==> config.mk <==
export PLATFORM = sky130hd
export DESIGN_NAME = divu_seq
export DESIGN_NICKNAME = d
export VERILOG_FILES = /design/src/rtl/divu_seq.sv
export SDC_FILE = /design/constraint.sdc
export NUM_CORES = 1
export LEC_CHECK = 0
export CAP_MARGIN = 0
export CORE_UTILIZATION = 45
export CTS_CLUSTER_DIAMETER = 60
export CTS_CLUSTER_SIZE = 40
export DETAILED_ROUTE_END_ITERATION = 16
export GPL_TIMING_DRIVEN = 0
export PLACE_DENSITY = 0.68
export SLEW_MARGIN = 0
export SYNTH_ARGS = -nofsm -noshare
export SYNTH_HDL_FRONTEND = slang
export SYNTH_SLANG_ARGS = --single-unit
==> constraint.sdc <==
create_clock -name clk -period 10.22 [get_ports clk]
set_input_delay 2.044 -clock clk [delete_from_list [all_inputs] [get_ports clk]]
set_output_delay 2.044 -clock clk [all_outputs]
set_load 0.05 [all_outputs]
==> src/rtl/divu_seq.sv <==
// divu_seq: sequential unsigned WIDTH/WIDTH divider (MIPS DIVU).
// Radix-2 restoring division. The divider produces one quotient bit per clock.
// A normal operation keeps busy high for WIDTH cycles. A divide by zero
// completes in a single cycle.
//   clk       rising-edge clock
//   reset     asynchronous, active-high reset
//   start     request; accepted only while not busy (IDLE or DONE)
//   dividend  sampled at the accepting edge only
//   divisor   sampled at the accepting edge only
//   q         quotient (registered, feeds LO)
//   r         remainder (registered, feeds HI)
//   busy      operation in progress
//   done      one-cycle pulse; q/r/dbz valid
//   dbz       divide-by-zero flag for the last result
module divu_seq #(
  parameter int unsigned WIDTH = 32
) (
  input  logic             clk,
  input  logic             reset,
  input  logic             start,
  input  logic [WIDTH-1:0] dividend,
  input  logic [WIDTH-1:0] divisor,
  output logic [WIDTH-1:0] q,
  output logic [WIDTH-1:0] r,
  output logic             busy,
  output logic             done,
  output logic             dbz
);

  localparam int unsigned CW = $clog2(WIDTH + 1);

  typedef enum logic [1:0] {
    IDLE = 2'd0,
    RUN  = 2'd1,
    DONE = 2'd2
  } state_t;

  state_t           state, state_nxt;
  logic [WIDTH-1:0] dvs_r;
  logic [WIDTH-1:0] rem_acc;
  logic [WIDTH-1:0] quo_sh;
  logic [CW-1:0]    cnt;

  logic             div_zero;
  logic             last;
  logic [WIDTH:0]   t;
  logic [WIDTH:0]   diff;
  logic             ge;
  logic [WIDTH-1:0] rem_nxt;
  logic [WIDTH-1:0] quo_nxt;

  // One restoring step. Bring the next dividend bit into the partial
  // remainder, then trial-subtract the divisor. A clear borrow bit means the
  // subtraction fits, so a 1 is shifted into the quotient.
  always_comb begin
    div_zero = (divisor == '0);
    last     = (cnt == CW'(WIDTH - 1));
    t        = {rem_acc, quo_sh[WIDTH-1]};
    diff     = t - {1'b0, dvs_r};
    ge       = ~diff[WIDTH];
    rem_nxt  = ge ? diff[WIDTH-1:0] : t[WIDTH-1:0];
    quo_nxt  = {quo_sh[WIDTH-2:0], ge};
  end

  always_ff @(posedge clk or posedge reset) begin
    if (reset) state <= IDLE;
    else       state <= state_nxt;
  end

  always_comb begin
    state_nxt = state;
    unique case (state)
      IDLE, DONE: begin
        if (start) state_nxt = div_zero ? DONE : RUN;
        else       state_nxt = IDLE;
      end
      RUN:     if (last) state_nxt = DONE;
      default: state_nxt = IDLE;
    endcase
  end

  always_ff @(posedge clk or posedge reset) begin
    if (reset) begin
      dvs_r   <= '0;
      rem_acc <= '0;
      quo_sh  <= '0;
      cnt     <= '0;
      q       <= '0;
      r       <= '0;
      busy    <= 1'b0;
      done    <= 1'b0;
      dbz     <= 1'b0;
    end else begin
      done <= 1'b0;
      unique case (state)
        IDLE, DONE: begin
          if (start) begin
            if (div_zero) begin
              // A divisor of zero gives its result immediately, and the
              // divider never becomes busy.
              q    <= '1;
              r    <= dividend;
              dbz  <= 1'b1;
              done <= 1'b1;
            end else begin
              dvs_r   <= divisor;
              rem_acc <= '0;
              quo_sh  <= dividend;
              cnt     <= '0;
              busy    <= 1'b1;
            end
          end
        end
        RUN: begin
          rem_acc <= rem_nxt;
          quo_sh  <= quo_nxt;
          cnt     <= cnt + CW'(1);
          if (last) begin
            q    <= quo_nxt;
            r    <= rem_nxt;
            dbz  <= 1'b0;
            busy <= 1'b0;
            done <= 1'b1;
          end
        end
        default: ;
      endcase
    end
  end

endmodule

-- Word-level counts from Yosys, hierarchy flattened
Cells that the tools add are included.
- add/sub/neg operators: 2
- equality and inequality tests: 7
- multiplexer cells: 33
- bitwise operators: 2
- reductions and logical operators: 8
- operators by type and width (cell ; number):
    2-to-1 mux 32 bit ; 11
    case mux 32 bit (2 select lines) ; 4
    subtractor 33 x 32 -> 33 bit ; 1
    zero test 32 bit ; 1
    2-to-1 mux 6 bit ; 2
    case mux 6 bit (2 select lines) ; 1
    2-to-1 mux 1 bit ; 8
    != test 2 bit, second input constant ; 4
    AND reduction 4 bit ; 2
    adder 6 x 1 -> 6 bit, second input constant ; 1
    equality test 6 x 5 -> 1 bit, second input constant ; 1
    2-to-1 mux 2 bit ; 3
    case mux 1 bit (2 select lines) ; 3
    AND reduction 3 bit ; 2
    case mux 2 bit (2 select lines) ; 1
    equality test 2 x 1 -> 1 bit, second input constant ; 1
    equality test 2 bit, second input constant ; 1
    zero test 2 bit ; 1
    inverter 1 bit ; 2
    nonzero test 2 bit ; 1
    OR reduction 2 bit ; 1
- flip-flop bits (word level): 171
- output and inout bits: 67
- word-level logic and storage cells: 62

-- Depth between registers and ports, before layout
- word-level depth: 4
- depth in mapped cells: 13
- mapped depth without buffers: 12

-- Worst setup path after synthesis
OpenSTA, ideal clock, no wires.
- path kind: input-to-reg
- from: input port divisor[25]
- to: register quo_sh[0]
- arrival time: 3782 ps
- data required time: 10083 ps
- path slack: 6301 ps
- stages on the path: 7
- path buffers: 2
- cell sequence: nor4_1 -> nand4_1 -> o21ai_1 -> clkbuf_1 -> buf_1 -> mux2i_1 -> a21oi_1
- longest elaborated chain between the ends: 3
- ends and longest elaborated chain (item ; RTL line ; RTL):
    start: declaration ; 22 ; input logic [WIDTH-1:0] divisor,
    zero test 32 bit ; 56 ; div_zero = (divisor == '0);
    != test 2 bit (no source line) ; - ;
    AND reduction 3 bit (no source line) ; - ;
    end signal: assignment ; 108 ; quo_sh <= dividend;
    end signal: assignment ; 116 ; quo_sh <= quo_nxt;
    end: declaration ; 41 ; logic [WIDTH-1:0] quo_sh;
Every way passes these cells.
A chain may end at the register's enable or synchronous reset.

-- Final worst setup path
- from: input port divisor[0]
- to: register quo_sh[25]
The elaborated chain is that of the path after synthesis.

==> impl_metrics.toml <==
[run_status]
status = "complete, no violations"

[sta]
drv_slew = 0
max_freq_mhz = 177.9
finalCriticalPeriod_ns = 5.620
worst_pin_slew_ns = 0.9335
final-setup-viol-count = 0
setup_slack_ns = 4.600
slew_headroom_pct = 37.35
finalCritPeriodShare_pct = 54.99
finClkSkew_ns = 0.007637
finalSetupTns_ns = 0
rsz0062_at_grt = "false"
finalHoldViolCount = 0

[clock_network]
cts_hold_buffers = 0
cts-htree-levels = 4
cts.sinks = 171
ctsResizeCount = 0
cts_setup_buffers = 0
cts.root.buffer_cell = "clkbuf_16"
clockBufferDepth = 2
clk_pin_slew_worst_paths_ns = 0.07
numCtsBuffers = 17
clock_latency_ns = 0.43
cts_tree = "built"

[global_routing]
grt_util_all_layers_pct = 24.39
grt_pass1_wl_mm = 38.45
grt_pass1_vias = 7118
antenna_found_initial = 0
overflow = 0
grt_max_degree = 111

[routing]
drt_first_iter_violations = 488
vias = 7466
antenna_left = 0
drc = 0
drt-total-wl_mm = 24.56
dr.pass1.iters = 5
wl_per_cell_microns = 18.19
vias_per_cell = 5.530

[synth]
synth_edf_count = 0
synth_common_cells = "dfrtp_1, nand2_1, a21oi_1"
ys_seq_area_share_pct = 47.08
avgSynthCellArea_sq_um = 9.891
ys_ff_latch = 171
syn_nets = 1020
ys_warn_count = 0
synth_top_area_share_pct = 47.08
yosysTopAreaCell = "dfrtp_1"
ys_top_cells_by_area = "dfrtp_1, mux2i_1, ha_1"
synthArstFlopShare_pct = 100.0
syn-cell-area_sq_mm = 0.009090
yosysUniqueCellTypes = 58
netlist_instances = 919
synth-main-ff-cell = "dfrtp_1"
synth.most_common_cell = "dfrtp_1"

[finish]
antennaDiodeCount = 0
synthToLayoutAreaGrowth_pct = 25.01
drive_gt1_share_pct = 7.465
nets = 1173
layout.cells.non_filler = 1350

[worst_setup_path]
required_ns = 10.52
worst_ep_arrival_time_ns = 5.92
timing.rr.start = "quo_sh[31]$_DFFE_PP0P_"
start_kind = "input port"
crit_type = "input port to register"
cp-end-kind = "register"
worst-path-max-fanout = 10
crit_start = "divisor[0]"

[place]
numPortBuffers = 133
routabilityCongestion = 0.8524
dp_hpwl_mm = 18.71
dp_cells = 1318
place_ws_ns = 4.223

[worst_hold_path]
hp-class = "register to register"
min-delay-start = "q[6]$_DFFE_PP0P_"

[floorplan]
core_sq_mm = 0.01965
io_pins = 134
die_h_microns = 144.1
die_w_microns = 144.1
die_area_sq_mm = 0.02077
start_util_pct = 46.25
rows = 51

[job]
cap_violations = 0

[power_and_ir_drop]
vdd_drop_max_uv = 178.7
powerDensity_mw_per_mm2 = 400.1
p_total_uw = 4547
leakagePower_uw = 0.004975
==> worst paths after layout <==
check	end	slack [ns]	cells after the start
max	quo_sh[25]$_DFFE_PP0P_	4.60	8
min	q[6]$_DFFE_PP0P_	0.49	1
max reg2reg	rem_acc[10]$_DFFE_PP0P_	6.44	13
min reg2reg	q[6]$_DFFE_PP0P_	0.49	1
max in group asynchronous	rem_acc[11]$_DFFE_PP0P_	7.24	3
min in group asynchronous	dvs_r[27]$_DFFE_PP0P_	2.04	2
==> per-layer routing <==
layer  track usage (%)  vias up  part of all wire [%]
li1                  -     3612                     -
met1             34.54     3608                    47
met2             39.54      229                    46
met3             2.748       17                   5.9
met4             6.495        0                   1.1
met5                 0        -                     0
==> stage by stage <==
stage	hold WS (ns)	area (sq um)	utilization, %
2_1_floorplan	0.4712	9090	-
3_3_place_gp	0.4722	10750	54.71
3_5_place_dp	0.4795	10790	54.89
4_1_cts	0.4961	11360	57.82
5_1_grt	0.5052	11360	57.82
6_report	0.4920	11360	57.82
==> final cells by class <==
class / instances / area (sq um)
clock buffer: 18 / 429.2
clock inverter: 14 / 146.4
fill: 1784 / 8290
sequential: 171 / 4279
tap: 265 / 331.6
multi-input combinational: 655 / 4441
inverter: 40 / 157.7
buffer: 53 / 220.2
timing repair buffer: 134 / 1359
==> sequential cells by signal, indices dropped and copies added, names as in the netlist <==
| register | flops |
|---|---|
| r | 32 |
| done | 1 |
| state | 2 |
| cnt | 6 |
| q | 32 |
| quo_sh | 32 |
| rem_acc | 32 |
| dbz | 1 |
| dvs_r | 32 |
| busy | 1 |
==> where the power goes <==
| group | internal (uW) | switching (uW) |
|---|---|---|
| logic | 1050 | 1680 |
| registers | 966 | 220 |
| clock network | 326 | 306 |
==> critical path, stage by stage <==
cell and delay, ns:
clkdlybuf4s50_1 0.45, nor4_1 0.59, nand4_1 0.41, o21ai_1 0.84, clkbuf_1 0.51, buf_1 0.71
mux2i_1 0.27, o21ai_0 0.09
==> cell usage in the layout, fill, tap and decap left out, drive strengths merged, types with 7 or more instances in the layout <==
| cell type | count |
|---|---|
| o22a | 31 |
| xnor2 | 22 |
| dfrtp | 171 |
| nand4 | 9 |
| nand3 | 16 |
| nand2 | 98 |
| o21ai | 99 |
| or3 | 14 |
| nor4 | 9 |
| nor3 | 11 |
| clkbuf | 65 |
| ha | 33 |
| a31oi | 7 |
| nor2 | 31 |
| clkdlybuf4s50 | 133 |
| a21oi | 71 |
| and2 | 7 |
| a211oi | 8 |
| a21o | 11 |
| inv | 48 |
| buf | 7 |
| xor2 | 13 |
| mux2i | 57 |
| and3 | 16 |
| mux2 | 34 |
==> kinds of logic (layout without fill, tap and decap cells) <==
kind of cell	count (synthesis)	in the layout	synth area share, %
AOI/OAI and AO/OA	262	262	17.62
and+or+nand+nor	233	233	12.40
DFF	171	171	47.07
buffers and inverters	93	259	4.074
muxes	91	91	10.49
xor gates and xnor gates	35	35	3.579
adders and majority gates	34	34	4.763
(Power assumes the default switching activity.)
